$ cat config.mk
export PLATFORM = sky130hd
export DESIGN_NAME = usrdemux_stream
export DESIGN_NICKNAME = d
export VERILOG_FILES = /design/src/rtl/usrdemux_stream.sv
export SDC_FILE = /design/constraint.sdc
export NUM_CORES = 1
export LEC_CHECK = 0
export CORE_ASPECT_RATIO = 1.4
export CORE_MARGIN = 10
export CORE_UTILIZATION = 44
export CTS_CLUSTER_DIAMETER = 60
export DETAILED_ROUTE_END_ITERATION = 10
export GPL_TIMING_DRIVEN = 1
export PLACE_DENSITY = 0.8
export SETUP_SLACK_MARGIN = 0.02
export SLEW_MARGIN = 25
export SYNTH_ARGS = -nofsm -noshare
export SYNTH_HDL_FRONTEND = slang
export SYNTH_SLANG_ARGS = --single-unit
$ cat constraint.sdc
create_clock -name clk -period 2.1 [get_ports clk]
set_input_delay 0.42 -clock clk [delete_from_list [all_inputs] [get_ports clk]]
set_output_delay 0.42 -clock clk [all_outputs]
set_load 0.05 [all_outputs]
$ cat src/rtl/usrdemux_stream.sv
// usrdemux_stream: 1:2 packet-routed stream demux with registered outputs.
// Output select is locked for the duration of a packet.
module usrdemux_stream #(
  parameter int WIDTH = 64,
  parameter int CNT_W = 16
) (
  input  logic             clk,
  input  logic             rst,
  input  logic             usrdemux_sel,
  input  logic [WIDTH-1:0] usrdemux_i_data,
  input  logic             usrdemux_i_last,
  input  logic             usrdemux_i_valid,
  output logic             usrdemux_i_ready,
  output logic [WIDTH-1:0] usrdemux_o0_data,
  output logic             usrdemux_o0_last,
  output logic             usrdemux_o0_valid,
  input  logic             usrdemux_o0_ready,
  output logic [WIDTH-1:0] usrdemux_o1_data,
  output logic             usrdemux_o1_last,
  output logic             usrdemux_o1_valid,
  input  logic             usrdemux_o1_ready,
  output logic             usrdemux_busy,
  output logic [CNT_W-1:0] usrdemux_cnt0,
  output logic [CNT_W-1:0] usrdemux_cnt1
);

  typedef enum logic {
    IDLE,
    LOCKED
  } state_t;

  localparam logic [CNT_W-1:0] CNT_MAX = '1;

  state_t           state_q, state_d;
  logic             lock_q, lock_d;
  logic [WIDTH-1:0] data0_q, data0_d;
  logic [WIDTH-1:0] data1_q, data1_d;
  logic             last0_q, last0_d;
  logic             last1_q, last1_d;
  logic             valid0_q, valid0_d;
  logic             valid1_q, valid1_d;
  logic [CNT_W-1:0] cnt0_q, cnt0_d;
  logic [CNT_W-1:0] cnt1_q, cnt1_d;

  logic target;
  logic free0, free1;
  logic acc, ld0, ld1;
  logic drain0, drain1;

  always_comb begin
    target = (state_q == LOCKED) ? lock_q : usrdemux_sel;
    drain0 = valid0_q && usrdemux_o0_ready;
    drain1 = valid1_q && usrdemux_o1_ready;
    // A full register still counts as free if it drains this cycle
    free0  = !valid0_q || usrdemux_o0_ready;
    free1  = !valid1_q || usrdemux_o1_ready;
    usrdemux_i_ready = target ? free1 : free0;
    acc = usrdemux_i_valid && usrdemux_i_ready;
    ld0 = acc && !target;
    ld1 = acc && target;
  end

  always_comb begin
    state_d  = state_q;
    lock_d   = lock_q;
    data0_d  = data0_q;
    data1_d  = data1_q;
    last0_d  = last0_q;
    last1_d  = last1_q;
    valid0_d = valid0_q;
    valid1_d = valid1_q;
    cnt0_d   = cnt0_q;
    cnt1_d   = cnt1_q;

    if (acc) begin
      if (usrdemux_i_last) begin
        state_d = IDLE;
      end else begin
        state_d = LOCKED;
        lock_d  = target;
      end
    end

    if (ld0) begin
      data0_d  = usrdemux_i_data;
      last0_d  = usrdemux_i_last;
      valid0_d = 1'b1;
    end else if (drain0) begin
      valid0_d = 1'b0;
    end

    if (ld1) begin
      data1_d  = usrdemux_i_data;
      last1_d  = usrdemux_i_last;
      valid1_d = 1'b1;
    end else if (drain1) begin
      valid1_d = 1'b0;
    end

    if (drain0 && cnt0_q != CNT_MAX) cnt0_d = cnt0_q + 1'b1;
    if (drain1 && cnt1_q != CNT_MAX) cnt1_d = cnt1_q + 1'b1;
  end

  always_ff @(posedge clk) begin
    if (rst) begin
      state_q  <= IDLE;
      lock_q   <= 1'b0;
      data0_q  <= '0;
      data1_q  <= '0;
      last0_q  <= 1'b0;
      last1_q  <= 1'b0;
      valid0_q <= 1'b0;
      valid1_q <= 1'b0;
      cnt0_q   <= '0;
      cnt1_q   <= '0;
    end else begin
      state_q  <= state_d;
      lock_q   <= lock_d;
      data0_q  <= data0_d;
      data1_q  <= data1_d;
      last0_q  <= last0_d;
      last1_q  <= last1_d;
      valid0_q <= valid0_d;
      valid1_q <= valid1_d;
      cnt0_q   <= cnt0_d;
      cnt1_q   <= cnt1_d;
    end
  end

  assign usrdemux_o0_data  = data0_q;
  assign usrdemux_o0_last  = last0_q;
  assign usrdemux_o0_valid = valid0_q;
  assign usrdemux_o1_data  = data1_q;
  assign usrdemux_o1_last  = last1_q;
  assign usrdemux_o1_valid = valid1_q;
  assign usrdemux_busy     = (state_q == LOCKED);
  assign usrdemux_cnt0     = cnt0_q;
  assign usrdemux_cnt1     = cnt1_q;

endmodule

==> results of run 1 <==
-- cell usage in the layout, fill, tap and decap left out, drive strengths merged, types with 6 or more instances in the layout --
cell type and n:
dlygate4sd2 21, or4 8, inv 12, buf 39
mux2 6, or3 13, clkbuf 19, clkdlybuf4s50 201
o21ai 12, nor3 6, nand4 10, a21oi 151
nand3 10, nor2 14, o31ai 7, nand2 273
dlymetal6s2s 12, dfxtp 166
-- worst max-delay path, delay by kind of cell --
kind | cells | cell delay, ps
AND/OR/NAND/NOR | 1 | 260
multiplexers | 1 | 310
buffers and inverters | 2 | 640
-- through the flow --
step	power, mW	setup TNS (ps)	setup slack, ps	cells	util
6_report	7.705	0	53.56	1219	0.6935
5_1_grt	7.990	0	22.40	1219	0.6935
4_1_cts	7.782	0	27.35	1219	0.6908
3_5_place_dp	4.805	-1103	-161.7	1188	0.6511
3_3_place_gp	4.789	-536.8	-109.3	1188	0.6511
2_1_floorplan	4.204	0	24.22	779	-
-- cell families after synthesis --
group,after synthesis,synth area share
mux,9,0.01566
simple gates,360,0.2516
fa+ha+maj,2,0.004015
xor+xnor,1,0.001406
flops,166,0.5332
compound gates,184,0.1590
buf+inv,57,0.03513
-- power groups by stage --
stage | clock network, mW | registers, mW | logic, mW
after global placement | 0 | 3.42 | 1.37
final | 2.98 | 3.36 | 1.37
after detailed placement | 0 | 3.43 | 1.38
after global routing | 3.16 | 3.37 | 1.45
after CTS | 3.04 | 3.36 | 1.38
after floorplan | 0 | 3.90 | 0.306
-- sequential cells by signal, summed over array words and instances (netlist names) --
register / flops
usrdemux_o1_valid: 1
lock_q: 1
usrdemux_o0_last: 1
usrdemux_o1_last: 1
usrdemux_o1_data: 64
usrdemux_o0_valid: 1
usrdemux_o0_data: 64
usrdemux_cnt0: 16
usrdemux_busy: 1
usrdemux_cnt1: 16
-- area by class of cell --
cell class	instances	area, sq um
fill	1161	4264
sequential	166	3339
clock inverter	12	120.1
timing repair buffer	273	2768
tap	185	231.5
clock buffer	19	442.9
multi-input combinational	556	2715
inverter	8	30.03
-- worst paths after layout --
kind | cells past startpoint | slack, ps | end
worst max-delay path | 4 | 50 | usrdemux_i_ready
worst min-delay path | 2 | 440 | usrdemux_cnt1[10]$_SDFFE_PP0P_
worst max register to register | 5 | 210 | usrdemux_cnt0[14]$_SDFFE_PP0P_
worst min register to register | 2 | 450 | usrdemux_o1_data[27]$_SDFFE_PP0P_
-- synthesized netlist by cell type, types with 2 or more instances --
| library cell | count |
|---|---|
| a21oi_1 | 151 |
| and4_1 | 2 |
| buf_1 | 14 |
| o311ai_0 | 3 |
| o41ai_1 | 4 |
| o21ai_0 | 12 |
| or3_1 | 13 |
| nor4_1 | 3 |
| buf_2 | 4 |
| nand4_1 | 10 |
| clkbuf_1 | 31 |
| and3_1 | 3 |
| mux2_1 | 4 |
| ha_1 | 2 |
| o31ai_1 | 7 |
| nor2_1 | 14 |
| nor3_1 | 6 |
| dfxtp_1 | 166 |
| or4_1 | 8 |
| a31oi_1 | 3 |
| mux2i_1 | 3 |
| nand3b_1 | 2 |
| nor2b_1 | 5 |
| mux2_2 | 2 |
| inv_1 | 8 |
| nand2b_1 | 3 |
| nand3_1 | 9 |
| nand2_1 | 273 |
-- repair_timing --
action,CTS,global route
hold endpoints to repair,0,0
pin swaps,0,1
endpoints found under the setup margin,23,13
gates resized for setup,23,15
-- metal layers --
metal  track usage  part of all wire  up-vias
li1              -                 -     3112
met1        0.2302              0.38     2939
met2        0.3579              0.52      222
met3       0.07439             0.076       30
met4       0.08306             0.026        0
met5             0                 0        -
==> impl_results.md, run 1 <==
- Final hold violations: 0
- Reg2reg start: usrdemux_cnt0[0]$_SDFFE_PP0P_
- CP Max Fanout: 4
- Final net count: 1095
- Largest net degree at the start of global routing: 43
- Switching part of the total: 0.2915
- Post-synthesis cell type count: 42
- First-pass iteration count of the detailed router: 5
- Max Cap Violations: 0
- Io pins: 237
- CORE AREA: 13910 sq um
- Hpwl dp: 14.67 mm
- # diodes: 0
- Via count: 6303
- Worst Setup SP: usrdemux_o1_ready
- Global-route wire length before repair: 33.02 mm
- Fin crit period: 2046 ps
- P_int: 5.458 mW
- Skew-Pair Late Insertion Delay: 410 ps
- Syn nets: 852
- Total GRT Usage: 0.2095
- Ys flop type: dfxtp_1
- Post-Layout Inst Area: 9647 sq um
- Starting Density: 0.4480
- Worst setup SP type: input port
- Number of global-route vias before repair: 6074
- Post-CTS Setup Inserts: 0
- Syn. warnings: 0
- Initial antenna violation count: 0
- CP max stage cell: clkdlybuf4s50_1
- Part of the cycle the worst path needs: 0.9745
- Layout cells sized above 1: 0.09284
- Hold Crit Class: in2reg
- Worst Min Path Start: rst
- Comb power frac: 0.178
- Max_slew headroom: 0.5623
- Area leader, netlist: dfxtp_1
- Psw: 2.246 mW
- Fmax: 488.7 MHz
- H-tree levels: 4
- Clock network power share: 0.386
- Clock Path Buffers: 2
- IO buf count: 236
- Initial DRC count: 548
- Crit path DAT: 1630 ps
- CTS tree: done
- Die Area: 19390 sq um
- Worst Max-Slew Pin Slew: 651.6 ps
- Clk_skew: 10.36 ps
- CTS Sinks: 166
- Syn Area/Cell: 8.000 sq um
- Worst path required time: 1680 ps
- Outcome: complete, no violations
- Vias/cell: 5.171
- Post-CTS Hold Fix Bufs: 0
- Die Span X: 120.6 um
- Yosys reg bits: 166
- Yosys top cell area share: 0.5332
- Crit-path cells: clkdlybuf4s50_1 > nand2b_2 > mux2_2 > buf_6
- Power per standard cell area: 798.7 nW/um^2
- Num rows: 51
- CP max stage delay: 480 ps
- Syn Inst Count: 779
- Number of synthesized flops with an enable pin: 0
- RSZ-0062 raised after global routing: false
- Synth area leaders: dfxtp_1, nand2_1, a21oi_1
- FFs w/ async S/R, synth: 0
- Final Slew Violations: 0
- CTS Buf Count: 17
- Gr ovfl total: 0
- DRC errors left: 0
- Leak Pwr: 3.700 nW
- DRT antenna net count: 0
- Drt wl/cell: 16.85 um
- Final GP Congestion: 0.9151
- Final setup viols: 0
- Min Hold Slack: 439.3 ps
- Die Y: 160.8 um
- Sequential Power Share: 0.436
- Total wire length: 20.55 mm
- Area after DPL: 9057 sq um
- Cell Area, Synth: 6232 sq um
- Sequential area share after synthesis: 0.5332
- Worst-path clk slew: 70 ps
- Max rail drop VDD: 0.5831 mV
- Worst setup EP type: output pin
- CP Class: in2out
- CTS Root Cell: clkbuf_16
- Area grow syn2layout: 54.79%
No activity file was read; power rests on OpenSTA's default activity.
==> run 2, diff against run 1 <==
--- a/config.mk
+++ b/config.mk
@@ -7,11 +7,11 @@
 export LEC_CHECK = 0
 export CORE_ASPECT_RATIO = 1.4
 export CORE_MARGIN = 10
-export CORE_UTILIZATION = 44
+export CORE_UTILIZATION = 35
 export CTS_CLUSTER_DIAMETER = 60
 export DETAILED_ROUTE_END_ITERATION = 10
 export GPL_TIMING_DRIVEN = 1
-export PLACE_DENSITY = 0.8
+export PLACE_DENSITY = 0.66
 export SETUP_SLACK_MARGIN = 0.02
 export SLEW_MARGIN = 25
 export SYNTH_ARGS = -nofsm -noshare
==> impl_results.md, run 2 (synthesis results as in run 1) <==
- CP Class: reg2out
- Io pins: 237 (unchanged)
- CP max stage delay: 820 ps (+340 ps)
- Psw: 2.271 mW (+1.1%)
- Worst setup EP type: output pin
- Final Slew Violations: 0 (unchanged)
- Clock network power share: 0.407 (+0.021)
- P_int: 5.687 mW (+4.2%)
- Part of the cycle the worst path needs: 0.9667 (-0.007752)
- Starting Density: 0.3581 (-0.08987)
- Post-Layout Inst Area: 9639 sq um (about the same)
- Final net count: 1082 (-1.2%)
- Initial DRC count: 387 (-29%)
- DRC errors left: 0 (unchanged)
- RSZ-0062 raised after global routing: false
- First-pass iteration count of the detailed router: 4 (-1)
- DRT antenna net count: 0 (unchanged)
- Most frequent cells in the layout: nand2_1, clkdlybuf4s50_1, dfxtp_1
- Die Area: 23620 sq um (+22%)
- Worst setup SP type: flip-flop
- CP max stage cell: clkdlybuf4s50_1
- Die Y: 177.9 um (+11%)
- Worst Max-Slew Pin Slew: 595.2 ps (-56.40 ps)
- FILL cells: 1672 (+44%)
- Final worst slack: 69.84 ps (+16.28 ps)
- Fin crit period: 2030 ps (-16.28 ps)
- Hold Path Sink: usrdemux_cnt1[11]$_SDFFE_PP0P_
- Total wire length: 21.05 mm (+2.5%)
- Largest net degree at the start of global routing: 72 (+67%)
- Max rail drop VDD: 0.4557 mV (-22%)
- Crit-path leading delay family: buffers and inverters
- IO buf count: 236 (unchanged)
- CORE AREA: 17400 sq um (+25%)
- Clk_skew: 7.187 ps (-3.175 ps)
- CTS Sinks: 166 (unchanged)
- Comb power frac: 0.171 (-0.007)
- Hold Crit Class: in2reg
- Layout cells sized above 1: 0.08815 (-0.004694)
- Gr ovfl total: 0 (unchanged)
- Area of the multi-input gates: 2701 sq um (-0.51%)
- Power per standard cell area: 825.5 nW/um^2 (+3.4%)
- H-tree levels: 4 (unchanged)
- CP Buf/Inv Count: 1 (-1)
- Number of global-route vias before repair: 5912 (-2.7%)
- Num rows: 57 (+12%)
- CP Depth: 1 (-3)
- Clock Path Buffers: 2 (unchanged)
- Area after DPL: 9006 sq um (-0.57%)
- Skew-Pair Late Insertion Delay: 420 ps (about the same)
- Leak Pwr: 3.720 nW (+0.55%)
- Pre-CTS WS: -188.9 ps (-27.22 ps)
- Reg2reg path depth: 6 (+1)
- Total GRT Usage: 0.1727 (-0.03679)
- Final hold violations: 0 (unchanged)
- Drt wl/cell: 16.73 um (-0.72%)
- Hpwl dp: 15.16 mm (+3.3%)
- Max_slew headroom: 0.6026 (+0.04030)
- Crit-path cells: clkdlybuf4s50_1
- Worst-path clk slew: 70 ps (about the same)
- Via count: 6099 (-3.2%)
- Crit path DAT: 1610 ps (-20 ps)
- Max Cap Violations: 0 (unchanged)
- CTS Root Cell: clkbuf_16
- Outcome: complete, no violations
- Final GP Congestion: 0.8379 (-8.4%)
- Global-route wire length before repair: 32.74 mm (-0.86%)
- Vias/cell: 4.848 (-6.2%)
- Sequential Power Share: 0.422 (-0.014)
- Reg2reg start: usrdemux_cnt1[0]$_SDFFE_PP0P_
- Die Span X: 132.8 um (+10%)
- Commonest non-fill, non-tap cell in the layout: nand2_1
- CTS Buf Count: 17 (unchanged)
- Setup slack, reg-to-reg: 220 ps (about the same)
- CTS tree: done
- Post-CTS Setup Inserts: 0 (unchanged)
- Final setup viols: 0 (unchanged)
- Initial antenna violation count: 1 (+1)
- FF+latch area: 3339 sq um (unchanged)
- CP Max Fanout: 5 (+1)
- Area grow syn2layout: 54.67% (about the same)
- Switching part of the total: 0.2853 (-0.006196)
- WHS Path Cells: 2 (unchanged)
- Worst path required time: 1680 ps (about the same)
- Worst Min Path Start: rst
- Fmax: 492.6 MHz (+0.80%)
- FF-to-FF End: usrdemux_cnt1[1]$_SDFFE_PP0P_
[run 2: area by class of cell]
| cell class | instances | area share |
|---|---|---|
| Sequential cell | 166 | 0.3464 |
| Multi-Input combinational cell | 556 | 0.2802 |
| Timing Repair Buffer | 260 | 0.2758 |
| Clock buffer | 18 | 0.04556 |
| Tap cell | 236 | 0.03063 |
| Clock inverter | 13 | 0.01791 |
| Inverter | 8 | 0.003115 |
| Antenna cell | 1 | 0.0002596 |
[run 2: how the worst max path moves through the flow]
stage / startpoint / to / slack (ps)
2_1_floorplan: usrdemux_cnt0[0]$_SDFFE_PP0P_ / usrdemux_cnt0[14]$_SDFFE_PP0P_ / 20
4_1_cts: usrdemux_cnt0[9]$_SDFFE_PP0P_ / usrdemux_cnt0[9] / 20
3_5_place_dp: usrdemux_o0_ready / usrdemux_cnt0[15]$_SDFFE_PP0P_ / -190
3_3_place_gp: usrdemux_o0_ready / usrdemux_cnt0[15]$_SDFFE_PP0P_ / -150
6_report: usrdemux_cnt0[0]$_SDFFE_PP0P_ / usrdemux_cnt0[0] / 70
5_1_grt: usrdemux_o0_data[53]$_SDFFE_PP0P_ / usrdemux_o0_data[53] / 20
[run 2: layer usage]
layer | track usage | part of all wire | up-vias
met1 | 0.1827 | 0.39 | 2825
met3 | 0.06706 | 0.071 | 28
met4 | 0.07491 | 0.024 | 0
met5 | 0 | 0 | -
met2 | 0.2997 | 0.51 | 156
li1 | - | - | 3090
[run 2: metrics by stage]
stage | setup TNS, ps | utilization | hold WS, ps | cells | power [mW]
CTS | 0 | 0.5513 | 357.6 | 1257 | 8.061
detailed placement | -1374 | 0.5175 | 445.5 | 1226 | 4.804
global route | 0 | 0.5539 | 368.6 | 1258 | 8.278
floorplan | 0 | - | 460.0 | 779 | 4.204
finish | 0 | 0.5539 | 372.1 | 1258 | 7.958
global placement | -815.4 | 0.5175 | 440.5 | 1226 | 4.791
[run 2: timing repair]
action,in CTS,in global routing
resized for setup,19,17
endpoints found under the setup margin,19,16
pin swaps,0,0
hold buffers,0,0
hold endpoints to repair,0,0
gates cloned,0,0
[run 2: power groups by stage]
stage,sequential (mW),combinational [mW],clock (mW)
floorplan,3.90,0.306,0
global placement,3.42,1.37,0
detailed placement,3.43,1.38,0
CTS,3.36,1.38,3.33
global route,3.37,1.45,3.46
finish,3.36,1.36,3.24
==> run 3, diff against run 2 <==
--- a/config.mk
+++ b/config.mk
@@ -5,13 +5,15 @@
 export SDC_FILE = /design/constraint.sdc
 export NUM_CORES = 1
 export LEC_CHECK = 0
+export CELL_PAD_IN_SITES_DETAIL_PLACEMENT = 1
+export CELL_PAD_IN_SITES_GLOBAL_PLACEMENT = 1
 export CORE_ASPECT_RATIO = 1.4
 export CORE_MARGIN = 10
-export CORE_UTILIZATION = 35
+export CORE_UTILIZATION = 31
 export CTS_CLUSTER_DIAMETER = 60
 export DETAILED_ROUTE_END_ITERATION = 10
 export GPL_TIMING_DRIVEN = 1
-export PLACE_DENSITY = 0.66
+export PLACE_DENSITY_LB_ADDON = 0.1
 export SETUP_SLACK_MARGIN = 0.02
 export SLEW_MARGIN = 25
 export SYNTH_ARGS = -nofsm -noshare
==> impl_results.md, run 3 (synthesis results as in run 1) <==
- Drt wl/cell: 18.26 um (+9.1%)
- Max_slew headroom: 0.5932 (-0.009341)
- Final hold violations: 0 (unchanged)
- Outcome: complete, no violations
- CTS Sinks: 166 (unchanged)
- Fin crit period: 2036 ps (+5.689 ps)
- DRC errors left: 0 (unchanged)
- Initial antenna violation count: 1 (unchanged)
- IO buf count: 236 (unchanged)
- RSZ-0062 raised after global routing: false
- CP Max Fanout: 3 (-2)
- CTS Root Cell: clkbuf_16
- CTS Buf Count: 17 (unchanged)
- Worst path required time: 1680 ps (about the same)
- Power per standard cell area: 820.5 nW/um^2 (-0.61%)
- Total GRT Usage: 0.1716 (-0.001100)
- FILL cells: 2353 (+41%)
- Layout cells sized above 1: 0.09981 (+0.01166)
- Clk_skew: 7.837 ps (+0.6498 ps)
- Num rows: 61 (+7.0%)
- Final Util: 0.4955 (-0.05840)
- Largest net degree at the start of global routing: 56 (-22%)
- Post-layout power: 8.068 mW (+1.4%)
- Hold Crit Class: in2reg
- Die Y: 187.8 um (+5.6%)
- DRT antenna net count: 0 (unchanged)
- Clock Path Buffers: 2 (unchanged)
- Vias/cell: 4.928 (+1.6%)
- Crit path DAT: 1620 ps (about the same)
- Skew-Pair Late Insertion Delay: 420 ps (about the same)
- Total wire length: 23.46 mm (+11%)
- Fmax: 491.2 MHz (-0.28%)
- CP Class: in2out
- Number of global-route vias before repair: 6467 (+9.4%)
- Worst setup EP type: output pin
- First-pass iteration count of the detailed router: 4 (unchanged)
- Dpl cells: 1245 (+1.5%)
- CP max stage cell: clkdlybuf4s50_1
- Initial DRC count: 198 (-49%)
- Area of the multi-input gates: 2713 sq um (+0.42%)
- Worst setup SP type: input port
- Via count: 6332 (+3.8%)
- FF+latch area: 3339 sq um (unchanged)
- Crit-path cells: clkdlybuf4s50_1 > mux2i_2 > mux2_4 > buf_4
- Worst-path clk slew: 70 ps (about the same)
- Die Span X: 139.8 um (+5.3%)
- Leak Pwr: 4.318 nW (+16%)
- Die Area: 26260 sq um (+11%)
- Crit-path leading delay family: buffers and inverters
- Area grow syn2layout: 57.78%
- Io pins: 237 (unchanged)
- Hpwl dp: 16.42 mm (+8.3%)
- Post-route non-filler standard cell count: 1285 (+2.1%)
- CTS tree: done
- Commonest non-fill, non-tap cell in the layout: nand2_1
- CP Buf/Inv Count: 2 (+1)
- Max Cap Violations: 0 (unchanged)
- Final Slew Violations: 0 (unchanged)
- Part of the cycle the worst path needs: 0.9695 (+0.002709)
- Most frequent cells in the layout: nand2_1, clkdlybuf4s50_1, dfxtp_1
- TNS Setup: 0 ps (unchanged)
- Post-CTS Hold Fix Bufs: 0 (unchanged)
- Global-route wire length before repair: 36.49 mm (+11%)
- Final net count: 1092 (+0.92%)
- H-tree levels: 4 (unchanged)
- Gr ovfl total: 0 (unchanged)
- Worst Max-Slew Pin Slew: 605.5 ps (+10.33 ps)
- Max rail drop VDD: 0.5373 mV (+18%)
- Final GP Congestion: 0.7822 (-6.6%)
- Starting Density: 0.3141 (-0.04408)
- CP max stage delay: 420 ps (-400 ps)
- Final setup viols: 0 (unchanged)
- CORE AREA: 19840 sq um (+14%)
==> run 3: changes by cell type in the layout (fill, tap and decap cells not counted), moves of 2 or more <==
cell             delta
clkdlybuf4s50_1    -35
dlygate4sd2_1       +5
clkinv_4            -2
inv_6               +2
clkinvlp_4          -2
buf_4              +10
dlymetal6s2s_1     +29
inv_8               +4
==> run 3: worst register-to-register path, stage by stage (launching register included) <==
cell and delay (ps):
dfxtp_2 350, mux2i_2 280, buf_4 150, buf_4 90
buf_4 90, buf_4 90, buf_4 110, nand3b_1 150
buf_4 160, buf_12 170, nand2_1 100, a21oi_1 160
==> run 3: layout make-up <==
class	instances	area share
Sequential cell	166	0.3396
Timing Repair Buffer	270	0.2858
Multi-Input combinational cell	556	0.2759
Clock buffer	18	0.04466
Tap cell	252	0.03207
Clock inverter	14	0.01870
Inverter	8	0.003054
Antenna cell	1	0.0002545
==> run 3: power breakdown <==
| part | switching, mW | leakage, nW | internal [mW] | total, mW |
|---|---|---|---|---|
| Combinational | 0.897 | 2.65 | 0.497 | 1.39 |
| Clock | 1.46 | 0.305 | 1.86 | 3.32 |
| Sequential | 0.0717 | 1.36 | 3.29 | 3.36 |
| Total | 2.43 | 4.32 | 5.64 | 8.07 |
==> run 3: worst paths after layout <==
path | cells past startpoint | from | slack (ps) | endpoint
worst min-delay path | 2 | rst | 450 | usrdemux_cnt0[4]$_SDFFE_PP0P_
worst max-delay path | 4 | usrdemux_sel | 60 | usrdemux_i_ready
worst min register to register | 2 | usrdemux_o1_data[43]$_SDFFE_PP0P_ | 450 | usrdemux_o1_data[43]$_SDFFE_PP0P_
worst max register to register | 11 | usrdemux_busy$_SDFFE_PP0N_ | 140 | usrdemux_o1_data[61]$_SDFFE_PP0P_
==> run 3: stage by stage <==
stage          setup slack [ps]  cell area (sq um)  hold WS, ps
5_1_grt                   3.238               9833        454.0
2_1_floorplan             24.22               6247        460.0
6_report                  64.15               9833        447.0
3_3_place_gp             -178.5               9034        440.8
3_5_place_dp             -202.8               9034        446.1
4_1_cts                   23.65               9661        438.4
==> run 3: repair_timing <==
item	CTS	global route
gates resized for setup	25	50
buffers inserted	4	2
cloned	0	1
endpoints found under the setup margin	25	112
==> run 3: layer usage <==
| layer | global-route usage | share of wire | up-vias | wire (um) |
|---|---|---|---|---|
| li1 | - | - | 3109 | - |
| met2 | 0.2939 | 0.51 | 166 | 11920 |
| met3 | 0.08217 | 0.085 | 27 | 1990 |
| met5 | 0 | 0 | - | 0 |
| met4 | 0.06648 | 0.024 | 0 | 560 |
| met1 | 0.1763 | 0.38 | 3030 | 8990 |
